$ cat src/rtl/alu_shift_pkg.sv
// Package for the ALU/shift datapath.
// Holds the ALU and shift encodings and the sequencer state codes.
// The state codes are plain localparams so older code can still compare against them.
package alu_shift_pkg;

  typedef enum logic [2:0] {
    OP_ADD    = 3'b000,
    OP_SUB    = 3'b001,
    OP_AND    = 3'b010,
    OP_OR     = 3'b011,
    OP_XOR    = 3'b100,
    OP_NOT_A  = 3'b101,
    OP_PASS_A = 3'b110,
    OP_PASS_M = 3'b111
  } alu_op_e;

  typedef enum logic [1:0] {
    SH_NONE = 2'b00,
    SH_LSL  = 2'b01,
    SH_LSR  = 2'b10,
    SH_ASR  = 2'b11
  } shift_op_e;

  localparam logic [1:0] ST_IDLE  = 2'd0;
  localparam logic [1:0] ST_EXEC  = 2'd1;
  localparam logic [1:0] ST_SHIFT = 2'd2;
  localparam logic [1:0] ST_WRITE = 2'd3;

endpackage

$ cat src/rtl/alu_shift_alu.sv
// Combinational WIDTH-bit ALU.
//   a, m : operands
//   op   : alu_op_e encoding
//   res  : {carry, result}
// Only ADD and SUB drive the carry bit. For SUB the carry is the inverted borrow.
module alu_shift_alu
  import alu_shift_pkg::*;
#(
  parameter int WIDTH = 8
) (
  input  logic [WIDTH-1:0] a,
  input  logic [WIDTH-1:0] m,
  input  logic [2:0]       op,
  output logic [WIDTH:0]   res
);

  always_comb begin
    res = '0;
    case (op)
      OP_ADD:    res = {1'b0, a} + {1'b0, m};
      OP_SUB:    res = {1'b0, a} + {1'b0, ~m} + {{WIDTH{1'b0}}, 1'b1};
      OP_AND:    res = {1'b0, a & m};
      OP_OR:     res = {1'b0, a | m};
      OP_XOR:    res = {1'b0, a ^ m};
      OP_NOT_A:  res = {1'b0, ~a};
      OP_PASS_A: res = {1'b0, a};
      OP_PASS_M: res = {1'b0, m};
      default:   res = '0;
    endcase
  end

endmodule

$ cat src/rtl/alu_shift_datapath.sv
// ALU/shift/register datapath with a start/busy/done sequencer.
// Flow: operand mux -> ALU -> shifter -> R/Q registers.
// Sequence: IDLE -> EXEC -> (SHIFT) -> WRITE -> IDLE.
//
// Ports:
//   clk, rst_n             clock; asynchronous active-low reset
//   start                  launch an operation (sampled only in IDLE)
//   alu_op, mux_sel        ALU operation; operand M select (0 = b, 1 = R)
//   shift_op, shift_amt    shift kind and shift distance
//   q_en, r_en             commit the result to Q and/or R in WRITE
//   a, b                   operands
//   busy, done             busy while an operation is in flight; done pulses in WRITE
//   q, r                   result registers; R also feeds back as operand M
//   carry, zero            flags of the last completed operation
//
// Build option ALU_SHIFT_BARREL_EN:
//   Defined: EXEC applies the whole shift in one cycle and SHIFT is never entered.
//   Undefined: the shifter moves one position per cycle.
module alu_shift_datapath
  import alu_shift_pkg::*;
#(
  parameter int WIDTH   = 8,
  parameter int SHAMT_W = $clog2(WIDTH)
) (
  input  logic               clk,
  input  logic               rst_n,
  input  logic               start,
  input  logic [2:0]         alu_op,
  input  logic               mux_sel,
  input  logic [1:0]         shift_op,
  input  logic [SHAMT_W-1:0] shift_amt,
  input  logic               q_en,
  input  logic               r_en,
  input  logic [WIDTH-1:0]   a,
  input  logic [WIDTH-1:0]   b,
  output logic               busy,
  output logic               done,
  output logic [WIDTH-1:0]   q,
  output logic [WIDTH-1:0]   r,
  output logic               carry,
  output logic               zero
);

  logic [1:0]         state;
  logic [2:0]         op_q;
  logic [1:0]         sh_op_q;
  logic [SHAMT_W-1:0] sh_amt_q;
  logic               q_en_q, r_en_q;
  logic [WIDTH-1:0]   a_q, m_q, s;
  logic               carry_tmp;
  logic [WIDTH:0]     alu_res;

  alu_shift_alu #(.WIDTH(WIDTH)) u_alu (
    .a   (a_q),
    .m   (m_q),
    .op  (op_q),
    .res (alu_res)
  );

`ifdef ALU_SHIFT_BARREL_EN
  function automatic logic [WIDTH-1:0] shift_by(input logic [WIDTH-1:0] x,
                                                input logic [1:0] sop,
                                                input logic [SHAMT_W-1:0] n);
    case (sop)
      SH_LSL:  return x << n;
      SH_LSR:  return x >> n;
      SH_ASR:  return $unsigned($signed(x) >>> n);
      default: return x;
    endcase
  endfunction
`else
  logic [SHAMT_W-1:0] cnt;

  function automatic logic [WIDTH-1:0] shift_one(input logic [WIDTH-1:0] x,
                                                 input logic [1:0] sop);
    case (sop)
      SH_LSL:  return {x[WIDTH-2:0], 1'b0};
      SH_LSR:  return {1'b0, x[WIDTH-1:1]};
      SH_ASR:  return {x[WIDTH-1], x[WIDTH-1:1]};
      default: return x;
    endcase
  endfunction
`endif

  assign busy = (state != ST_IDLE);
  assign done = (state == ST_WRITE);

  always_ff @(posedge clk or negedge rst_n) begin
    if (!rst_n) begin
      state     <= ST_IDLE;
      op_q      <= '0;
      sh_op_q   <= '0;
      sh_amt_q  <= '0;
      q_en_q    <= 1'b0;
      r_en_q    <= 1'b0;
      a_q       <= '0;
      m_q       <= '0;
      s         <= '0;
      carry_tmp <= 1'b0;
      q         <= '0;
      r         <= '0;
      carry     <= 1'b0;
      zero      <= 1'b0;
`ifndef ALU_SHIFT_BARREL_EN
      cnt       <= '0;
`endif
    end else begin
      case (state)
        ST_IDLE: if (start) begin
          // Capture everything now, including R as operand M. A later
          // commit to R therefore cannot disturb this operation.
          op_q     <= alu_op;
          sh_op_q  <= shift_op;
          sh_amt_q <= shift_amt;
          q_en_q   <= q_en;
          r_en_q   <= r_en;
          a_q      <= a;
          m_q      <= mux_sel ? r : b;
          state    <= ST_EXEC;
        end
        ST_EXEC: begin
          carry_tmp <= alu_res[WIDTH];
`ifdef ALU_SHIFT_BARREL_EN
          s     <= shift_by(alu_res[WIDTH-1:0], sh_op_q, sh_amt_q);
          state <= ST_WRITE;
`else
          s     <= alu_res[WIDTH-1:0];
          cnt   <= sh_amt_q;
          state <= (sh_op_q == SH_NONE || sh_amt_q == '0) ? ST_WRITE : ST_SHIFT;
`endif
        end
`ifndef ALU_SHIFT_BARREL_EN
        ST_SHIFT: begin
          s   <= shift_one(s, sh_op_q);
          cnt <= cnt - SHAMT_W'(1);
          // The last step happens while cnt is 1, so exactly shift_amt steps run.
          if (cnt == SHAMT_W'(1)) state <= ST_WRITE;
        end
`endif
        ST_WRITE: begin
          if (q_en_q) q <= s;
          if (r_en_q) r <= s;
          carry <= carry_tmp;
          zero  <= (s == '0);
          state <= ST_IDLE;
        end
        default: state <= ST_IDLE;
      endcase
    end
  end

endmodule

$ cat config.mk
export PLATFORM = sky130hd
export DESIGN_NAME = alu_shift_datapath
export DESIGN_NICKNAME = d
export VERILOG_FILES = /design/src/rtl/alu_shift_pkg.sv /design/src/rtl/alu_shift_alu.sv /design/src/rtl/alu_shift_datapath.sv
export SDC_FILE = /design/constraint.sdc
export NUM_CORES = 1
export LEC_CHECK = 0
export ABC_AREA = 1
export CAP_MARGIN = 30
export CORE_ASPECT_RATIO = 1.1
export CORE_MARGIN = 2
export CORE_UTILIZATION = 25
export DETAILED_ROUTE_END_ITERATION = 8
export GPL_TIMING_DRIVEN = 1
export PLACE_DENSITY = 0.53
export RECOVER_POWER = 25
export REMOVE_ABC_BUFFERS = 1
export SYNTH_ARGS = -nofsm -noshare
export SYNTH_HDL_FRONTEND = slang
export SYNTH_HIERARCHICAL = 1
export SYNTH_SLANG_ARGS = --single-unit
$ cat constraint.sdc
create_clock -name clk -period 2.6 [get_ports clk]
set_input_delay 0.78 -clock clk [delete_from_list [all_inputs] [get_ports clk]]
set_output_delay 0.78 -clock clk [all_outputs]
set_load 0.005 [all_outputs]
# Yosys cells after proc, flatten, opt, wreduce, memory -nomap -nowiden
# Index checks and enable logic that the tools add are counted.
[op_classes]
add_sub_neg = 4
eq_ne = 19
bitwise_logic = 5
n_mux = 9
reduce_logical = 14
[ops]
columns = ["operator", "count"]
rows = [
  ["$pmux 9 s8", 1],
  ["$pmux 8 s3", 1],
  ["$add 8x8->9", 2],
  ["$not 8->8", 2],
  ["$pmux 8 s2", 1],
  ["$eq 3x3->1 const B", 4],
  ["$reduce_and 2->1", 5],
  ["$add 9x1->9 const B", 1],
  ["$and 8x8->8", 1],
  ["$eq 2x2->1 const B", 4],
  ["$logic_not 8->1", 1],
  ["$mux 8", 1],
  ["$or 8x8->8", 1],
  ["$pmux 2 s4", 1],
  ["$xor 8x8->8", 1],
  ["$eq 3x1->1 const B", 2],
  ["$eq 3x2->1 const B", 2],
  ["$logic_not 3->1", 2],
  ["$ne 2x2->1 const B", 3],
  ["$pmux 3 s2", 1],
  ["$eq 2x1->1 const B", 2],
  ["$logic_not 2->1", 2],
  ["$mux 2", 2],
  ["$ne 4x1->1 const B", 1],
  ["6 further kinds", 7],
]
[totals]
in_bits = 30
elab_cells = 67
register_bits = 58
out_inout_bits = 20

# Longest topological paths before layout
[logic_depth]
ltp_word = 5
ltp_mapped = 15
ltp_nobuf = 14

# By module
# Netlist, hierarchy kept.
[modules_own_cells]
columns = ["mod", "area_each_um2", "n_inst", "seq_area_each_um2", "cells_each"]
rows = [
  ["alu_shift_datapath", 2782.7, 1, 1451.4, 330],
  ["alu_shift_alu", 1318.8, 1, 0.0, 244],
]

# Worst setup path after synthesis
# Ideal clock, no wire load.
[synth_path]
kind = "register -> register"
from = "register a_q[0]"
to = "register s[6]"
period_less_slack_ps = 1838
required_ps = 2484
t_arrival_ps = 1722
n_path_buf = 0
stages_incl_launch_ff = 14
setup_ps = 116
path_slack_ps = 762
path_cell_list = "dfrtp_1 inv_1 ha_1 fa_1 inv_1 nand4_1 nand3_1 nand2_1 nand3_1 nand3_1 nor2_1 nor2_2 nand2_1 nand2_1"
[synth_between]
elab_chain_len = 4
word_cells_on_any_way = 5
classes_between = "add/sub (3); mux (2)"
[synth_rtl]
columns = ["element", "line_no", "source"]
rows = [
  ["start, declared", "alu_shift_datapath.sv:49", "logic [WIDTH-1:0] a_q, m_q, s;"],
  ["start signal, assigned", "alu_shift_datapath.sv:96", "a_q <= '0;"],
  ["start signal, assigned", "alu_shift_datapath.sv:117", "a_q <= a;"],
  ["$add 8x8->9", "alu_shift_alu.sv:21", "OP_SUB: res = {1'b0, a} + {1'b0, ~m} + {{WIDTH{1'b0}}, 1'b1};"],
  ["$add 9x1->9", "alu_shift_alu.sv:21", ""],
  ["$pmux 9 s8 *", "alu_shift_alu.sv:19", "case (op)"],
  ["via alu_res[6]", "alu_shift_datapath.sv:51", "logic [WIDTH:0] alu_res;"],
  ["$pmux 8 s2 *", "alu_shift_datapath.sv:108", "case (state)"],
  ["end signal, assigned", "alu_shift_datapath.sv:127", "s <= alu_res[WIDTH-1:0];"],
  ["end signal, assigned", "alu_shift_datapath.sv:134", "s <= shift_one(s, sh_op_q);"],
  ["end, declared", "alu_shift_datapath.sv:49", ""],
]
# Mark *: on every way through the listed nets, which the timed path passes. The rest lies on a longest branch.
# A chain may end at the register's enable or synchronous reset.

# Final worst setup path
[layout_path]
from = "register state[0]"
to = "output busy"
[layout_between]
elab_chain_len = 1
[layout_rtl]
columns = ["element", "line_no", "source"]
rows = [
  ["start, declared", "alu_shift_datapath.sv:44", "logic [1:0] state;"],
  ["start signal, assigned", "alu_shift_datapath.sv:129", "state <= (sh_op_q == SH_NONE || sh_amt_q == '0) ? ST_WRITE : ST_SHIFT;"],
  ["$reduce_bool 2->1", "alu_shift_datapath.sv:85", "assign busy = (state != ST_IDLE);"],
  ["end, declared", "alu_shift_datapath.sv:36", "output logic busy,"],
]
# Every way passes these cells.

==> impl_summary.md <==
Flow run
The count of maximum capacitance violations is 0.

Clocking
The quantity of gates resized following cts is 0. Clock tree synthesis found a total of 58 sinks. The H-tree was split into 3 levels. TritonCTS created 9 clock buffers. The register clock-pin slew on the reported worst setup and hold paths is 0.05 ns. The clock passes through at most 2 buffers.

The root buffer cell chosen for the clock tree is clkbuf_16. The number of buffers inserted to repair setup after CTS is 0. TritonCTS built the clock tree. After clock tree synthesis, the flow added hold-fix buffers numbering 0. At the later pin of the worst-skew pair, clock insertion delay measures 0.33 ns.

Final layout
The number of nets in the layout is 692. The area taken by flip-flops and latches is 0.00145 mm2. The number of standard cells in the final layout excluding fillers is 833.

Summing all multi-input logic gate instances after layout gives 0.00222 mm2. The filler cell count in the final layout is 1,806. The post-synthesis to final-layout area growth is 24.1%. The fraction of final layout cells with drive strength greater than 1 is 0.0588.

The count of antenna diodes in the layout is 0.

Timing
The count of endpoints failing setup in the final report is 0. The count of final max-slew check failures is 0. The number of hold-slack violations in the final timing report came to 0. On the final layout, the worst clock skew is 0.00487 ns. After routing, the total negative slack on setup checks comes to 0 ns. For this run, the top clock speed supported by timing is 0.420 GHz.

Setup repair after global routing left no endpoint under its margin. The minimum setup slack in the final design is 0.220 ns. The portion of the clock cycle consumed by the worst path in the final layout is 0.915. The relative slew slack is 0.178. The worst path in the final design needs a cycle of 2.38 ns, including I/O delays and setup.

For the pin with the worst max-slew slack, the measured transition is 1.23 ns.

Logic synthesis
The post-synthesis cell count is 574. The mapped netlist covers 0.00410 mm2. The sequential element share of the synthesized area is 0.354. The synthesis-stage register bit count is 58. The synthesized area per cell is 7.15 um2. The count of cell types in the netlist is 32. For this run, the number of Yosys warnings is 6.

Global route
The all-layer global routing usage is 0.141. The overflow left after global routing is 0. Entering global routing, the biggest net connects 40 pins.

The number of antenna violations at the first check in global routing is 0. The via count of the first global-routing pass came to 3,765. The first-pass GRT wire length is 19,700 um.

Critical path
The worst setup path is launched from a register. Among the stages of the critical path, the cell type that occurs most often is inv_1. The critical path starts at state[0]$_DFFE_PN0P_. The kind of critical path is reg -> out. The sort of element at the end of the critical path is a primary output. The register-to-register path setup slack is 0.46 ns.

Along the worst path, the maximum fanout reaches 5. The library cell contributing the largest single delay on the critical path is clkdlybuf4s50_1. Traced cell by cell, the critical path runs through inv_1 > ha_1 > inv_1 > clkdlybuf4s50_1.

Measured in cells, the most critical reg-to-reg path has a length of 13. On the worst path, the slowest cell contributes a delay of 0.49 ns. The cell count along the critical path is 4. The data arrival time of the critical path is 1.60 ns. The destination of the worst register-to-register timing path is s[5]$_DFFE_PN0P_. At the worst endpoint, the required time is 1.82 ns. In this design, the largest share of critical-path delay is due to buffers and inverters. The critical path endpoint is busy. The number of buffers and inverters on the critical path is 3.

The worst register-to-register path begins at a_q[2]$_DFFE_PN0P_.

Floorplan
The die is 126 um wide. The initial core utilization is 0.253. The number of standard-cell rows in the floorplan is 49. The die is 138 um tall. The overall die area is 0.0174 mm2. The core region is 0.0162 mm2.

During I/O placement, the number of pins put on the boundary was 50.

Drt
Dividing the detail-routed wire length by the instance count gives 14.1 um. The pre-antenna-repair detailed-routing pass consisted of 4 iterations. The detailed router finished its first iteration with 166 violations.

For this run, design rule violations remaining after detail routing come to 0. Across all layers, the routed design uses 3,754 vias. The number of vias per cell after detailed routing is 4.51. The number of nets still failing antenna checks after routing is 0. The wire length reported by the detailed router is 11,800 um.

Pwr
Summing internal, switching and leakage power gives 7.31 mW. The largest vdd supply drop is 0.982 mV. Dividing total power by cell area gives a power density of 1440 mW/mm2. For this design the static power due to leakage is 2.53 nW.

Placed design
In this run, placement finished with an instance count of 817. Detailed placement finished with a half-perimeter wire length of 9010 um. The final weighted congestion in routability-driven placement is 0.903. The pre-CTS worst setup slack is 0.447 ns.

In this run the tool buffered the top-level ports with 49 buffer cells.

Min path
The tightest min-delay check is of the reg -> reg type.

Status
The run finished with clean final reports.
-- layout make-up --
type                       count  share of cell area
timing repair buffer          56               0.108
clock buffer                  11              0.0477
tap                          204              0.0502
inverter                      77              0.0568
sequential                    58               0.285
multi-input combinational    422               0.437
clock inverter                 5              0.0152
-- report_power, final --
part / switching [mW] / internal [mW]
sequential: 0.416 / 1.34
clock: 0.413 / 0.861
combinational: 2.65 / 1.62
-- synthesized netlist by cell type, drive strengths merged --
cell type	n	area share
a21oi	33	0.041
a22oi	1	0.0018
and2	1	0.0015
buf	15	0.025
bufbuf	1	0.0079
clkbuf	1	0.00091
dfrtp	58	0.35
fa	2	0.0098
ha	36	0.11
inv	77	0.070
nand2	180	0.17
nand3	45	0.055
nand3b	3	0.0085
nand4	9	0.014
nor2	51	0.052
nor3	3	0.0049
o211ai	3	0.0055
o21ai	42	0.051
o22ai	9	0.014
or2	2	0.0031
xor2	2	0.0043
-- sequential cells by signal, summed over array words and instances (netlist names), 2 cells and up --
register	flops
a_q	8
m_q	8
q	8
r	8
s	8
cnt	3
op_q	3
sh_amt_q	3
sh_op_q	2
state	2
-- routing by layer --
layer	GRT usage	share of wire	up-vias
met2	0.240	0.49	59
met5	0	0	-
li1	-	-	1937
met4	0.0578	0.030	0
met3	0.0209	0.026	22
met1	0.178	0.45	1736
-- cells in the final DEF (no fill, tap or decap), drive strengths merged --
| cell type | netlist | final |
|---|---|---|
| a21oi | 33 | 33 |
| a22oi | 1 | 1 |
| and2 | 1 | 1 |
| buf | 15 | 7 |
| bufinv | 0 | 2 |
| clkbuf | 1 | 12 |
| clkdlybuf4s50 | 0 | 48 |
| clkinv | 0 | 2 |
| clkinvlp | 0 | 1 |
| dfrtp | 58 | 58 |
| fa | 2 | 2 |
| ha | 36 | 36 |
| inv | 77 | 77 |
| nand2 | 180 | 180 |
| nand3 | 45 | 45 |
| nand3b | 3 | 3 |
| nand4 | 9 | 9 |
| nor2 | 51 | 51 |
| nor3 | 3 | 3 |
| o211ai | 3 | 3 |
| o21ai | 42 | 42 |
| o22ai | 9 | 9 |
| or2 | 2 | 2 |
| xor2 | 2 | 2 |
-- worst register-to-register path, stage by stage (launching register included) --
cell	delay [ns]
dfrtp_1	0.40
inv_1	0.08
ha_1	0.42
inv_1	0.15
a21oi_1	0.19
nand2_1	0.15
nand2_1	0.11
nand3_1	0.07
nand3_1	0.09
nand3_1	0.10
nor2_1	0.13
nor2_2	0.05
nand2_1	0.06
nand2_1	0.04
-- cell families (layout without fill, tap and decap cells) --
family                   Yosys count  in the layout  synth area share
XOR/XNOR                           2              2           0.00427
AO/OA/AOI/OAI                     88             88             0.113
AND/OR/NAND/NOR                  294            294             0.305
adder cells (fa/ha/maj)           38             38             0.120
flip-flops                        58             58             0.354
buffers and inverters             94            149             0.104
-- metrics by stage --
step	area, um2	hold WS (ns)	utilization
final	5090	0.478	0.314
after global routing	5090	0.497	0.314
after CTS	5090	0.419	0.314
after detailed placement	4770	0.465	0.295
after global placement	4770	0.461	0.295
after floorplan	3960	0.449	-
-- how the worst min path moves through the flow --
stage	from	to	slack, ns	cells past startpoint
floorplan	q_en_q$_DFFE_PN0P_	q_en_q$_DFFE_PN0P_	0.45	2
global placement	r_en_q$_DFFE_PN0P_	r_en_q$_DFFE_PN0P_	0.46	2
detailed placement	r_en_q$_DFFE_PN0P_	r_en_q$_DFFE_PN0P_	0.47	2
CTS	rst_n	q_en_q$_DFFE_PN0P_	0.42	1
global route	r_en_q$_DFFE_PN0P_	r_en_q$_DFFE_PN0P_	0.50	2
finish	q_en_q$_DFFE_PN0P_	q_en_q$_DFFE_PN0P_	0.48	2
No activity file was read; power rests on OpenSTA's default activity.
